==> src/rtl/store_data_align.sv <==
// -----------------------------------------------------------------------------
// store_data_align
//
// Store-side lane aligner. A store request from the core (byte address, rs2
// data, funct3) is turned into one or two word-aligned write beats for the data
// memory. Each beat has a word address, lane-positioned write data and a byte
// strobe. A halfword or word store that crosses a word boundary is split into
// two beats when SPLIT_MISALIGNED=1. When SPLIT_MISALIGNED=0 it is rejected
// with a one-cycle err pulse. Each beat is held under a valid/ready handshake.
//
// Ports
//   clk         rising-edge clock
//   rst         synchronous active-high reset
//   req_valid   store request valid
//   req_ready   request accepted when req_valid && req_ready
//   req_addr    byte address
//   req_data    rs2 store data, LSB-justified
//   req_funct3  000 SB, 001 SH, 010 SW; other codes are illegal
//   mem_valid   write beat valid
//   mem_ready   memory accepts the beat when mem_valid && mem_ready
//   mem_addr    word-aligned beat address (bits [1:0] = 00)
//   mem_wdata   lane-positioned write data (unstrobed lanes are 0)
//   mem_wstrb   byte enables, bit i = byte lane i
//   busy        a beat is pending (state != IDLE)
//   err         one-cycle pulse after a rejected request
// -----------------------------------------------------------------------------
module store_data_align #(
    parameter bit SPLIT_MISALIGNED = 1'b1
) (
    input  logic        clk,
    input  logic        rst,
    input  logic        req_valid,
    output logic        req_ready,
    input  logic [31:0] req_addr,
    input  logic [31:0] req_data,
    input  logic [2:0]  req_funct3,
    output logic        mem_valid,
    input  logic        mem_ready,
    output logic [31:0] mem_addr,
    output logic [31:0] mem_wdata,
    output logic [3:0]  mem_wstrb,
    output logic        busy,
    output logic        err
);

    typedef enum logic [1:0] {
        IDLE  = 2'd0,
        BEAT0 = 2'd1,
        BEAT1 = 2'd2
    } state_t;

    state_t      state_q, state_d;
    logic        mem_valid_q, mem_valid_d;
    logic [31:0] mem_addr_q, mem_addr_d;
    logic [31:0] mem_wdata_q, mem_wdata_d;
    logic [3:0]  mem_wstrb_q, mem_wstrb_d;
    logic        err_q, err_d;

    // The second beat is computed and stored when the request is accepted, so
    // req_* may change freely while beat0 is still waiting for mem_ready.
    logic        need_beat1_q, need_beat1_d;
    logic [31:0] beat1_addr_q, beat1_addr_d;
    logic [31:0] beat1_wdata_q, beat1_wdata_d;
    logic [3:0]  beat1_wstrb_q, beat1_wstrb_d;

    // ------------------------------------------------------------------
    // Lane math for the incoming request
    // ------------------------------------------------------------------
    logic [3:0]  size_mask;
    logic        size_legal;
    logic [31:0] data_masked;
    logic [63:0] data_shifted;
    logic [7:0]  strb_shifted;
    logic        crosses_word;
    logic        req_legal;
    logic [31:0] beat0_addr;
    logic [31:0] next_word_addr;

    always_comb begin
        size_mask  = 4'h0;
        size_legal = 1'b0;
        case (req_funct3)
            3'b000: begin size_mask = 4'h1; size_legal = 1'b1; end
            3'b001: begin size_mask = 4'h3; size_legal = 1'b1; end
            3'b010: begin size_mask = 4'hF; size_legal = 1'b1; end
            default: begin size_mask = 4'h0; size_legal = 1'b0; end
        endcase
    end

    // Drop the bytes above the access size so that they cannot leak into
    // neighbouring lanes after the shift.
    for (genvar gi = 0; gi < 4; gi++) begin : g_size_mask
        assign data_masked[8*gi +: 8] = req_data[8*gi +: 8] & {8{size_mask[gi]}};
    end

    assign data_shifted   = {32'b0, data_masked} << {req_addr[1:0], 3'b000};
    assign strb_shifted   = {4'b0, size_mask} << req_addr[1:0];
    assign crosses_word   = |strb_shifted[7:4];
    assign req_legal      = size_legal && (SPLIT_MISALIGNED || !crosses_word);
    assign beat0_addr     = {req_addr[31:2], 2'b00};
    // The natural 32-bit wrap takes 0xFFFFFFFC to 0x00000000.
    assign next_word_addr = beat0_addr + 32'd4;

    // ------------------------------------------------------------------
    // Handshake and acceptance
    // ------------------------------------------------------------------
    logic mem_hs;
    logic final_beat;
    logic req_fire;

    assign mem_hs     = mem_valid_q && mem_ready;
    assign final_beat = (state_q == BEAT1) || ((state_q == BEAT0) && !need_beat1_q);
    // A new request can be taken in the same cycle as the last beat retires,
    // so back-to-back single-beat stores run at one beat per cycle.
    assign req_ready  = (state_q == IDLE) || (mem_hs && final_beat);
    assign req_fire   = req_valid && req_ready;

    // ------------------------------------------------------------------
    // Next-state / next-output logic
    // ------------------------------------------------------------------
    always_comb begin
        state_d       = state_q;
        mem_valid_d   = mem_valid_q;
        mem_addr_d    = mem_addr_q;
        mem_wdata_d   = mem_wdata_q;
        mem_wstrb_d   = mem_wstrb_q;
        err_d         = 1'b0;
        need_beat1_d  = need_beat1_q;
        beat1_addr_d  = beat1_addr_q;
        beat1_wdata_d = beat1_wdata_q;
        beat1_wstrb_d = beat1_wstrb_q;

        if (mem_hs) begin
            if ((state_q == BEAT0) && need_beat1_q) begin
                state_d      = BEAT1;
                mem_addr_d   = beat1_addr_q;
                mem_wdata_d  = beat1_wdata_q;
                mem_wstrb_d  = beat1_wstrb_q;
                need_beat1_d = 1'b0;
            end else begin
                // Last beat retired; a request accepted below overrides this.
                state_d     = IDLE;
                mem_valid_d = 1'b0;
            end
        end

        // req_fire only happens when idle or on the final-beat handshake,
        // so it never disturbs a beat that is still pending.
        if (req_fire) begin
            if (req_legal) begin
                state_d       = BEAT0;
                mem_valid_d   = 1'b1;
                mem_addr_d    = beat0_addr;
                mem_wdata_d   = data_shifted[31:0];
                mem_wstrb_d   = strb_shifted[3:0];
                need_beat1_d  = crosses_word;
                beat1_addr_d  = next_word_addr;
                beat1_wdata_d = data_shifted[63:32];
                beat1_wstrb_d = strb_shifted[7:4];
            end else begin
                err_d = 1'b1;
            end
        end
    end

    always_ff @(posedge clk) begin
        if (rst) begin
            state_q       <= IDLE;
            mem_valid_q   <= 1'b0;
            mem_addr_q    <= 32'h0;
            mem_wdata_q   <= 32'h0;
            mem_wstrb_q   <= 4'h0;
            err_q         <= 1'b0;
            need_beat1_q  <= 1'b0;
            beat1_addr_q  <= 32'h0;
            beat1_wdata_q <= 32'h0;
            beat1_wstrb_q <= 4'h0;
        end else begin
            state_q       <= state_d;
            mem_valid_q   <= mem_valid_d;
            mem_addr_q    <= mem_addr_d;
            mem_wdata_q   <= mem_wdata_d;
            mem_wstrb_q   <= mem_wstrb_d;
            err_q         <= err_d;
            need_beat1_q  <= need_beat1_d;
            beat1_addr_q  <= beat1_addr_d;
            beat1_wdata_q <= beat1_wdata_d;
            beat1_wstrb_q <= beat1_wstrb_d;
        end
    end

    assign mem_valid = mem_valid_q;
    assign mem_addr  = mem_addr_q;
    assign mem_wdata = mem_wdata_q;
    assign mem_wstrb = mem_wstrb_q;
    assign err       = err_q;
    assign busy      = (state_q != IDLE);

endmodule

==> config.mk <==
export PLATFORM = sky130hd
export DESIGN_NAME = store_data_align
export DESIGN_NICKNAME = d
export VERILOG_FILES = /design/src/rtl/store_data_align.sv
export SDC_FILE = /design/constraint.sdc
export NUM_CORES = 1
export LEC_CHECK = 0
export CORE_MARGIN = 10
export CORE_UTILIZATION = 50
export CTS_CLUSTER_DIAMETER = 80
export DETAILED_ROUTE_END_ITERATION = 12
export GPL_TIMING_DRIVEN = 1
export HOLD_SLACK_MARGIN = 0.06
export PLACE_DENSITY = 0.8
export SYNTH_ARGS = -nofsm -noshare
export SYNTH_HDL_FRONTEND = slang
export SYNTH_SLANG_ARGS = --single-unit
==> constraint.sdc <==
create_clock -name clk -period 1.8 [get_ports clk]
set_input_delay 0.18 -clock clk [delete_from_list [all_inputs] [get_ports clk]]
set_output_delay 0.18 -clock clk [all_outputs]
set_load 0.02 [all_outputs]
Word-level counts from Yosys, hierarchy flattened
Cells that the tools add are included.
- eq/ne operators: 4
- reductions and logical operators: 15
- bitwise gates (word level): 5
- muxes and demuxes: 27
- add/subtract/negate cells: 1
- shift-type cells: 2
- operators by type and width (kind ; count):
    32-bit 2-to-1 mux ; 8
    32-bit by 5-bit << shifter with 64-bit output ; 1
    32-bit by 3-bit adder with 32-bit output, second input constant ; 1
    8-bit bitwise AND ; 4
    4-bit 2-to-1 mux ; 4
    4-bit case mux with 3 select lines ; 1
    1-bit 2-to-1 mux ; 10
    2-bit 2-to-1 mux ; 4
    4-bit by 2-bit << shifter with 8-bit output ; 1
    1-bit logical AND ; 5
    4-bit OR reduction ; 1
    3-bit by 1-bit equality test with 1-bit output, second input constant ; 1
    3-bit by 2-bit equality test with 1-bit output, second input constant ; 1
    3-bit zero test ; 1
    3-bit OR reduction ; 1
    2-bit by 1-bit equality test with 1-bit output, second input constant ; 1
    2-bit equality test, second input constant ; 1
    2-bit zero test ; 1
    1-bit logical OR ; 2
    2-bit AND reduction ; 1
    2-bit nonzero test ; 1
    2-bit OR reduction ; 1
    1-bit zero test ; 1
    1-bit NOT ; 1
- logic and storage cells: 64
- flip-flop bits (word level): 141

Depth between registers and ports, before layout
- word-level depth: 8
- depth in mapped cells: 7
- mapped depth without buffers: 6

Least setup slack after synthesis
Ideal clock, no wire load.
- path type: reg-to-reg
- from: reg mem_valid_q, in the netlist mem_valid
- to: reg mem_addr_q[25], in the netlist mem_addr[25]
- required time: 1714 ps
- cell stages (with the launch flop): 7
- buffers on the path: 2
- period minus slack after synthesis: 1687 ps
- setup time: 86 ps
- path slack: 113 ps
- arrival: 1601 ps
- cells stage by stage: dfxtp_1 -> o2bb2ai_1 -> and2_1 -> nand3_1 -> buf_2 -> buf_1 -> a211oi_1
- word-level cells in the longest chain between the ends: 5
- ends and longest elaborated chain (item ; RTL line ; text):
    start, declared ; 53 ; logic mem_valid_q, mem_valid_d;
    start signal, assigned ; 180 ; mem_valid_q <= mem_valid_d;
    1-bit logical AND ; 111 ; assign mem_hs = mem_valid_q && mem_ready;
    1-bit logical AND ; 115 ; assign req_ready = (state_q == IDLE) || (mem_hs && final_beat);
    1-bit logical OR ; 115 ;
    via req_ready ; 33 ; output logic req_ready,
    1-bit logical AND ; 116 ; assign req_fire = req_valid && req_ready;
    32-bit 2-to-1 mux ; 149 ; if (req_fire) begin
    end signal, assigned ; 181 ; mem_addr_q <= mem_addr_d;
    end, declared ; 54 ; logic [31:0] mem_addr_q, mem_addr_d;
The timed path passes the listed nets, and every way through them passes these cells.
A chain may end at the register's enable or synchronous reset.

Worst setup path after layout
- from: reg state_q[1]
- to: reg beat1_addr_q[18]
- word-level cells in the longest chain between the ends: 7
- ends and longest elaborated chain (item ; RTL line ; text):
    start, declared ; 52 ; state_t state_q, state_d;
    start signal, assigned ; 179 ; state_q <= state_d;
    2-bit by 1-bit equality test with 1-bit output ; 112 ; assign final_beat = (state_q == BEAT1) || ((state_q == BEAT0) && !need_beat1_q);
    1-bit logical AND ; 112 ;
    1-bit logical OR ; 112 ;
    1-bit logical AND ; 115 ;
    1-bit logical OR * ; 115 ;
    1-bit logical AND * ; 116 ;
    2-bit AND reduction (no line) * ; - ;
    end signal, assigned ; 186 ; beat1_addr_q <= beat1_addr_d;
    end, declared ; 62 ; logic [31:0] beat1_addr_q, beat1_addr_d;
Mark *: on every way between the ends. The rest lies on a longest branch, timed or not.

==> results.yml <==
power_and_ir_drop:
  power.internal_uw: 5810
  p_leak_uw: 0.00365
  p_switching_uw: 2010
  p_per_area_mw_per_mm2: 892
  switching_share_pct: 25.7
  peakVddDrop_mv: 0.648
  combPwrFrac_pct: 14.9
  power_frac_seq_pct: 39.4
  pwr-share-clk_pct: 45.7
drt:
  wirelength_um: 20600
  postRouteAntennaNets: 0
  drc_errors: 0
  first_pass_iters: 5
  vias: 5982
  first_iter_violations: 557
  wl_per_cell_um: 20.3
  via_per_inst: 5.88
floorplanning:
  die_x_um: 130
  initial_core_util_pct: 50.5
  die_h_um: 130
  die_area_mm2: 0.0168
  fp-row-count: 40
  io_pins: 143
  core_area_mm2: 0.0119
cells_and_area:
  final_cells: 1018
  syn_to_final_growth_pct: 45.5
  nFillCells: 894
  final_core_util_pct: 73.5
  nets: 930
  antennaDiodeCount: 0
  drive_gt1_share_pct: 16.0
cts:
  clk_pin_slew_ns: 0.06
  clockBufferDepth: 2
  cts_root_buffer: "clkbuf_16"
  clkLatencyLatePin_ns: 0.43
  cts_hold_repair.buffers: 0
  clock_sinks: 130
  cts_tree: "done"
  cts_buffers: 17
  cts_setup_buffers: 0
  htreeDepth: 4
setup_path:
  end_kind: "register"
  startpoint_type: "register"
  cp_max_fo: 29
  required_ns: 2.12
  worstSetupPathType: "reg -> reg"
  cp.arrival_ns: 2.06
timing:
  worst_slack_ns: 0.0611
  max-slew-margin-rel_pct: 51.9
  hold_viol_final: 0
  final.setup.tns_ns: 0
  rsz0062_at_grt: "true"
  final.min_clock_period_ns: 1.74
  holdWs_ns: 0.260
  final.setup_skew_ns: 0.00470
  setup_viol: 0
  finalCritPeriodShare_pct: 96.6
  maxSlewViolCount: 0
  max_freq_mhz: 575
  worst-slew-pin-transition_ns: 0.720
grt:
  grt_overflow: 0
  grt.total_usage_pct: 24.4
  grt_pass1_wl_um: 32600
  antenna_found_initial: 0
  grt_pass1_vias: 6162
  grt_start_max_net_pins: 32
synth:
  postSynthAreaPerCell_um2: 9.02
  synth_nets: 739
  yosysSeqAreaShare_pct: 43.2
  synth_edf_count: 0
  synth_compound_area_share_pct: 18.3
  synthArstFlopShare_pct: 0
  ys_types: 49
  syn_area_mm2: 0.00602
  synth_fa_ha_area_share_pct: 0.208
  ys_ff_latch: 130
  yosys.area_share.simple_pct: 18.3
  synthCells: 667
  synth_warnings: 0
  synth_top_family_by_area: "compound AO/OA/AOI/OAI gates"
  ys.flop_type: "dfxtp_1"
  synth_xor_xnor_area_share_pct: 3.93
  synthMuxAreaShare_pct: 12.1
placed_design:
  hpwlAfterDp_um: 14800
  place_inst: 985
  io_buffer_count: 142
  place.gp.congestion: 0.877
  dp_slack_ns: -0.425
status:
  outcome: "completed"
job:
  drv_cap: 0
worst_hold_path:
  hp-class: "in -> reg"
==> power groups by stage <==
stage	sequential, uW	clock [uW]	combinational, uW
floorplan	3200	0	419
global placement	3130	0	1100
detailed placement	3140	0	1130
CTS	3080	3570	1150
global route	3090	3710	1240
finish	3080	3570	1160
==> routing by layer <==
layer | track usage [%] | share of wire [%] | wire length (um) | vias to the layer above
met3 | 6.49 | 7.3 | 1500 | 31
met4 | 7.01 | 1.7 | 359 | 0
li1 | - | - | - | 2792
met2 | 40.7 | 49 | 10200 | 253
met1 | 30.2 | 42 | 8580 | 2906
met5 | 0 | 0 | 0 | -
==> worst paths after layout <==
| kind | startpoint | end | slack, ns | cells past startpoint |
|---|---|---|---|---|
| setup / recovery | state_q[1] | beat1_addr_q[18] | 0.06 | 6 |
| hold / removal | rst | mem_wdata[29] | 0.26 | 3 |
| setup reg to reg | state_q[1] | beat1_addr_q[18] | 0.06 | 6 |
| hold reg to reg | beat1_wstrb_q[1] | beat1_wstrb_q[1] | 0.45 | 2 |
==> through the flow <==
stage | cell area, um2 | power [uW]
finish | 8760 | 7810
global placement | 8100 | 4230
floorplan | 6020 | 3620
detailed placement | 8100 | 4260
CTS | 8730 | 7800
global route | 8760 | 8040
==> layout make-up <==
| type | count | area [um2] | area share (%) |
|---|---|---|---|
| Tap cell | 147 | 184 | 2.10 |
| Timing Repair Buffer | 218 | 2110 | 24.1 |
| Multi-Input combinational cell | 488 | 3240 | 37.0 |
| Sequential cell | 130 | 2600 | 29.7 |
| Clock buffer | 20 | 457 | 5.21 |
| Inverter | 3 | 11.3 | 0.129 |
| Clock inverter | 12 | 156 | 1.79 |
==> synth_stat cells (11+ instances only) <==
cell	instances	area, um2
clkbuf_1	15	56.3
buf_2	24	120
nand2_1	84	315
nand3_1	24	120
o21ai_0	60	300
mux2i_1	73	731
nor2_1	41	154
o22ai_1	18	113
xor2_1	17	149
a21oi_1	20	100
a22o_1	11	96.3
a211oi_1	34	255
dfxtp_1	130	2600
nor2b_1	12	75.1
==> placed cells by master, fill, tap and decap left out, types with 20 or more instances in the layout <==
cell / count
dfxtp_1: 130
a21oi_1: 20
o21ai_0: 58
mux2i_1: 72
buf_4: 66
nand2_1: 82
nand3_1: 23
a211oi_1: 34
clkdlybuf4s50_1: 139
nor2_1: 41
==> cell families (layout without fill, tap and decap cells) <==
logic type | count (synthesis) | count (layout)
buf+inv | 50 | 253
simple gates | 213 | 214
xor+xnor | 27 | 27
flops | 130 | 130
fa+ha+maj | 1 | 1
mux | 73 | 73
compound gates | 173 | 173
==> sequential cells by signal, summed over array words and instances, names as in the netlist <==
register       flops
mem_addr          32
state_q            2
mem_wdata         32
mem_wstrb          4
beat1_wdata_q     24
beat1_wstrb_q      3
err                1
beat1_addr_q      30
mem_valid          1
need_beat1_q       1
==> worst max-delay path, stage by stage, from the launching register on <==
cell	delay, ns
dfxtp_1	0.37
o21ai_2	0.20
and4_4	0.30
buf_4	0.22
buf_12	0.21
nor2_1	0.06
a211oi_1	0.26
==> repair_timing <==
item | 4_1_cts | 5_1_grt
cloned | 1 | 0
pin swaps | 1 | 1
setup endpoints to repair | 92 | 46
gates resized for setup | 10 | 6
No activity file was read; power rests on OpenSTA's default activity.
